### src/rtl/vector_ex_unit.sv
// vector_ex_unit: EX stage doing 32-bit scalar ops in one edge or 24-lane byte ops
// over three falling-edge chunks of 8 lanes, with flush and async reset.
module vector_ex_unit (
    input  logic         clk,
    input  logic         rst,
    input  logic         flush,
    input  logic         in_valid,
    input  logic         VectorOp_in,
    input  logic [1:0]   ALUOp_in,
    input  logic [191:0] opA,
    input  logic [191:0] opB,
    input  logic [3:0]   RR_in,
    input  logic         RegSWrite_in,
    input  logic         RegVWrite_in,
    output logic         stall,
    output logic         out_valid,
    output logic [191:0] result,
    output logic [3:0]   RR_out,
    output logic         RegSWrite_out,
    output logic         RegVWrite_out
);
    typedef enum logic [1:0] {IDLE, BUSY, DONE} state_t;

    state_t state, state_n;
    logic [1:0] cnt, cnt_n;
    logic [191:0] a_r, b_r;
    logic [127:0] acc;
    logic [63:0] chunk;
    logic [1:0] op_r;
    logic [3:0] rr_r;
    logic sw_r, vw_r, sw_o, vw_o, accept;

    function automatic logic [31:0] alu(input logic [1:0] op, input logic [31:0] a, input logic [31:0] b);
        return op == 2'b00 ? a + b : op == 2'b01 ? a - b : op == 2'b10 ? a * b : a ^ b;
    endfunction

    assign accept = state != BUSY && in_valid && !flush;
    assign stall = state == BUSY;
    assign out_valid = state == DONE;
    assign RegSWrite_out = sw_o & out_valid;
    assign RegVWrite_out = vw_o & out_valid;

    // Low 8 bits of the 32-bit op equal the per-lane mod-256 result for all four ops.
    always_comb begin
        chunk = '0;
        for (int i = 0; i < 8; i++)
            chunk[8*i +: 8] = 8'(alu(op_r, {24'b0, a_r[64*cnt + 8*i +: 8]}, {24'b0, b_r[64*cnt + 8*i +: 8]}));
    end

    always_comb begin
        state_n = state;
        cnt_n = cnt;
        if (flush) begin
            state_n = IDLE;
            cnt_n = '0;
        end else if (state == BUSY) begin
            state_n = cnt == 2'd2 ? DONE : BUSY;
            cnt_n = cnt == 2'd2 ? 2'd0 : cnt + 2'd1;
        end else if (in_valid) begin
            state_n = VectorOp_in ? BUSY : DONE;
            cnt_n = '0;
        end else begin
            state_n = IDLE;
        end
    end

    always_ff @(negedge clk or posedge rst) begin
        if (rst) begin
            state <= IDLE;
            cnt <= '0;
        end else begin
            state <= state_n;
            cnt <= cnt_n;
        end
    end

    // Lanes build up in acc so result only changes when a whole operation completes.
    always_ff @(negedge clk or posedge rst) begin
        if (rst) begin
            a_r <= '0;
            b_r <= '0;
            acc <= '0;
            op_r <= '0;
            rr_r <= '0;
            sw_r <= 1'b0;
            vw_r <= 1'b0;
            result <= '0;
            RR_out <= '0;
            sw_o <= 1'b0;
            vw_o <= 1'b0;
        end else if (accept) begin
            a_r <= opA;
            b_r <= opB;
            op_r <= ALUOp_in;
            rr_r <= RR_in;
            sw_r <= RegSWrite_in;
            vw_r <= RegVWrite_in;
            if (!VectorOp_in) begin
                result <= {160'b0, alu(ALUOp_in, opA[31:0], opB[31:0])};
                RR_out <= RR_in;
                sw_o <= RegSWrite_in;
                vw_o <= RegVWrite_in;
            end
        end else if (state == BUSY && !flush) begin
            if (cnt == 2'd2) begin
                result <= {chunk, acc};
                RR_out <= rr_r;
                sw_o <= sw_r;
                vw_o <= vw_r;
            end else begin
                acc[64*cnt[0] +: 64] <= chunk;
            end
        end
    end
endmodule
### config.mk
export PLATFORM = sky130hd
export DESIGN_NAME = vector_ex_unit
export DESIGN_NICKNAME = d
export VERILOG_FILES = /design/src/rtl/vector_ex_unit.sv
export SDC_FILE = /design/constraint.sdc
export NUM_CORES = 2
export LEC_CHECK = 0
export CORE_MARGIN = 4
export CORE_UTILIZATION = 56
export CTS_CLUSTER_DIAMETER = 30
export CTS_CLUSTER_SIZE = 24
export DETAILED_ROUTE_END_ITERATION = 8
export GPL_ROUTABILITY_DRIVEN = 0
export PLACE_DENSITY = 0.82
export SLEW_MARGIN = 20
export SYNTH_ARGS = -nofsm -noshare
export SYNTH_HDL_FRONTEND = slang
export SYNTH_SLANG_ARGS = --single-unit
### constraint.sdc
create_clock -name clk -period 28.3 [get_ports clk]
set_input_delay 5.66 -clock clk [delete_from_list [all_inputs] [get_ports clk]]
set_output_delay 5.66 -clock clk [all_outputs]
set_load 0.02 [all_outputs]
Word level (Yosys, flattened, before mapping)
Index checks and enable logic that the tools add are counted.
Operators by class
  $add $sub $neg: 27
  $mul: 9
  equality and inequality tests: 9
  shifts and indexed selects: 18
  multiplexer cells: 53
  bitwise gates (word level): 13
  reduce and logical (&&, ||, !) cells: 11
Operators by type and width (number)
  variable part select 192 x 10 -> 8 bit: 7
  variable part select 192 x 33 -> 8 bit: 7
  two-way mux 192 bit: 4
  variable part select 192 x 9 -> 8 bit: 2
  two-way mux 8 bit: 24
  bitwise mux 128 bit: 1
  variable shift 64 x 34 -> 128 bit (first input constant): 1
  variable part select 64 x 34 -> 128 bit: 1
  two-way mux 32 bit: 3
  adder 8 bit: 8
  multiplier 8 x 8 -> 8 bit: 8
  subtractor 8 bit: 8
  bitwise XOR 8 bit: 8
  adder 8 x 6 -> 9 bit (second input constant): 4
  negation 7 -> 34 bit: 1
  adder 32 bit: 1
  multiplier 32 x 32 -> 32 bit: 1
  subtractor 32 bit: 1
  bitwise XOR 32 bit: 1
  adder 8 x 5 -> 9 bit (second input constant): 2
  two-way mux 2 bit: 9
  two-way mux 4 bit: 4
  adder 8 x 4 -> 9 bit (second input constant): 1
  == test 2 bit (second input constant): 4
  other kinds (13): 29
Word-level totals
  register bits after elaboration: 722
  input bits: 397
  output and inout port bits: 200
  logic and storage cells: 153

Logic depth before layout (Yosys ltp)
  depth in word-level cells: 9
  mapped depth: 28
  gate-level depth less buffers: 26

==> impl_metrics.env <==
export IMPL_start_util_pct=56.7
export IMPL_synth_warnings=0
export IMPL_area_growth_pct=20.4
export IMPL_routedWlPerCell_um=24.2
export IMPL_ios=597
export IMPL_hold_violations=0
export IMPL_cp_end_kind="register"
export IMPL_numPortBuffers=596
export IMPL_pwr_share_clk_pct=18.8
export IMPL_synth_mux_area_fraction_pct=3.23
export IMPL_setup_slack_ns=1.12
export IMPL_critPathLaunchType="input pin"
export IMPL_min_path_type="reg2reg"
export IMPL_synthXorXnorAreaFrac_pct=4.51
export IMPL_worst_path_max_fanout=19
export IMPL_critPathSlowestCell="clkdlybuf4s50_1"
export IMPL_drive_gt1_share_pct=6.16
export IMPL_fillers=8120
export IMPL_cts_made_buffers=144
export IMPL_syn_nets=8330
export IMPL_finalClockSkew_ns=0.0332
export IMPL_h_tree_depth=4
export IMPL_dpl_hpwl_mm=165
export IMPL_synth_top_area_share_pct=29.6
export IMPL_fin_cells=9023
export IMPL_ctsHoldBuffers=0
export IMPL_synth_area_um2=61000
export IMPL_p_switching_mw=4.68
export IMPL_r2r_start="cnt[1]"
export IMPL_path_class="in2reg"
export IMPL_grt_antenna_before_repair=48
export IMPL_die_h_um=338
export IMPL_post_cts_buffers=0
export IMPL_clk_latency_ns=0.69
export IMPL_p_sw_share_pct=47.7
export IMPL_status="finished, final reports clean"
export IMPL_setup_viol=0
export IMPL_worst_ep_arrival_time_ns=13.55
export IMPL_drv_cap=0
export IMPL_synth_compound_area_share_pct=12.0
export IMPL_cellPowerDensity_nw_per_um2=134
export IMPL_power_frac_seq_pct=13.9
export IMPL_ys_flop_type="dfrtn_1"
export IMPL_combPwrFrac_pct=67.3
export IMPL_synth_top_area_cell="dfrtn_1"
export IMPL_endpoint="result[28]"
export IMPL_p_int_mw=5.13
export IMPL_clkSinkCount=722
export IMPL_slowest_delay_ns=0.95
export IMPL_first_pass_iters=9
export IMPL_dp_slack_ns=0.635
export IMPL_critPathLaunch="opB[4]"
export IMPL_synth_area_per_cell_um2=8.74
export IMPL_synth_top_family_by_area="adder cells"
export IMPL_leakage_nw=36.1
export IMPL_path_common_cell="fa_1"
export IMPL_clk_pin_slew_ns=0.04
export IMPL_ys_top_cells_by_count="nand2_1 (1,784), inv_1 (760), dfrtn_1 (722)"
export IMPL_post_cts_resize_count=0
export IMPL_drc=0
export IMPL_synth_most_common_cell="nand2_1"
export IMPL_ctsLongestPathBuffers=3
export IMPL_die_w_um=338
export IMPL_yosys_area_share_adder_pct=25.8
export IMPL_grt_max_degree=238
export IMPL_yosys_top_cells_area="dfrtn_1 (30%), fa_1 (17%), nand2_1 (11%), ha_1 (8.7%), inv_1 (4.7%)"
export IMPL_synth_simple_area_share_pct=17.3
export IMPL_worstPathCellList="clkdlybuf4s50_1 > ha_1 > fa_1 > inv_1 > fa_1 > fa_1 > inv_1 > fa_1 > ha_1 > ha_1 > inv_1 > fa_1 > fa_1 > inv_1 > ha_1 > a21o_1 > o2111ai_1 > a22o_1 > o221ai_1 > a31oi_1 > o21ai_0 > xnor2_1 > nand2_1 > a221o_1"
export IMPL_synth_seq_area_share_pct=29.6
export IMPL_routed_wl_mm=218
export IMPL_path_delay_family="adder cells"
export IMPL_path_buf_inv=5
export IMPL_rsz0062_at_grt="false"
export IMPL_synth_seq_cells=722
export IMPL_cts_root_buf="clkbuf_16"
export IMPL_cts_tree="built"
export IMPL_ys_async_sr_fraction_pct=100
export IMPL_reg2reg_depth=23
export IMPL_final_nets=8807
export IMPL_synth_edf_count=0
export IMPL_rr_endpoint="acc[103]"
export IMPL_drtIter0Drc=6305
export IMPL_ir_worst_vdd_mv=0.506
export IMPL_slew_headroom_pct=22.9
export IMPL_ant_nets=0
export IMPL_grt_overflow_total=0
export IMPL_reg2reg_slack_ns=20.19
export IMPL_netlist_instances=6986
export IMPL_placedCellCount=8719
export IMPL_placementRows=120
export IMPL_cp_depth=24
export IMPL_num_vias=54300
export IMPL_grt_usage_pct=37.5
export IMPL_worstMarginPinSlew_ns=1.16
export IMPL_slew_violations=0
export IMPL_core_area_um2=108000
export IMPL_routed_via_density=6.02
export IMPL_die_area_um2=114000
export IMPL_grt_pass1_wl_mm=329
export IMPL_required_ns=14.67
export IMPL_yosysUniqueCellTypes=83
export IMPL_grt_pass1_vias=55000
## power groups by stage
stage	Clock, mW	Sequential, mW	Combinational, mW
after floorplan	0	1.36	4.24
after global placement	0	1.36	6.00
after detailed placement	0	1.37	6.25
after CTS	1.86	1.36	6.30
after global routing	1.91	1.38	7.08
final	1.85	1.37	6.60
## cells by family after synthesis
group,Yosys count
AND/OR/NAND/NOR,2561
buffers and inverters,1151
AO/OA/AOI/OAI,1121
adder cells (fa/ha/maj),947
flip-flops,722
XOR/XNOR,302
multiplexers,182
## through the flow
step	utilization [%]	hold slack, ns	power (mW)	cell area (µm²)	TNS, ns
4_1_cts	68.2	0.423	9.51	73400	0
6_report	68.3	0.422	9.81	73500	0
3_3_place_gp	63.2	0.410	7.36	68100	0
2_1_floorplan	-	0.396	5.60	61000	-798.88
5_1_grt	68.2	0.434	10.4	73500	0
3_5_place_dp	63.2	0.422	7.62	68100	0
## placed cells by master (no fill, tap or decap), types with 234 or more instances in the layout
master,netlist,routed
xnor2_1,234,234
ha_1,425,425
nor2_1,385,385
fa_1,522,522
inv_1,760,759
clkdlybuf4s50_1,0,593
and2_1,253,253
dfrtn_1,722,722
o21ai_0,334,332
nand2_1,1784,1783
## layer usage
| layer | vias up | wire length, µm | global-route usage, % |
|---|---|---|---|
| met3 | 888 | 26700 | 12.0 |
| met4 | 22 | 16300 | 24.4 |
| met2 | 3538 | 93400 | 54.5 |
| met5 | - | 147 | 0 |
| met1 | 26500 | 81700 | 48.5 |
| li1 | 23300 | - | - |
## layout make-up
class / count / area, µm² / share of cell area, %
Multi-Input combinational cell: 5113 / 38500 / 52.4
Inverter: 775 / 2910 / 3.96
Sequential cell: 722 / 18100 / 24.6
Timing Repair Buffer: 707 / 6860 / 9.34
Antenna cell: 36 / 90.1 / 0.123
Clock buffer: 178 / 3950 / 5.38
Tap cell: 1403 / 1760 / 2.39
Clock inverter: 89 / 1370 / 1.86
## worst register-to-register path: cells and delay by family, from the launching register on
kind / cells / cell delay, ns
AOI/OAI and AO/OA: 6 / 1.98
xor gates and xnor gates: 3 / 0.65
adders and majority gates: 6 / 1.89
buffers and inverters: 6 / 2.46
DFF: 1 / 0.43
muxes: 1 / 0.38
and+or+nand+nor: 1 / 0.12
## worst min path at each step
| stage | to | start | cells after the start |
|---|---|---|---|
| 6_report | a_r[77] | a_r[77] | 2 |
| 5_1_grt | acc[13] | acc[13] | 2 |
| 3_5_place_dp | a_r[37] | a_r[37] | 2 |
| 4_1_cts | vw_r | vw_r | 2 |
| 3_3_place_gp | rr_r[2] | rr_r[2] | 2 |
| 2_1_floorplan | rr_r[0] | rr_r[0] | 2 |
## sequential cells by signal, indices dropped and copies added (netlist names)
signal and cells:
cnt 2, b_r 192, a_r 192, rr_r 4
vw_o 1, sw_r 1, acc 128, RR_out 4
sw_o 1, op_r 2, result 192, vw_r 1
state 2
Power figures use the tool's default switching activity.
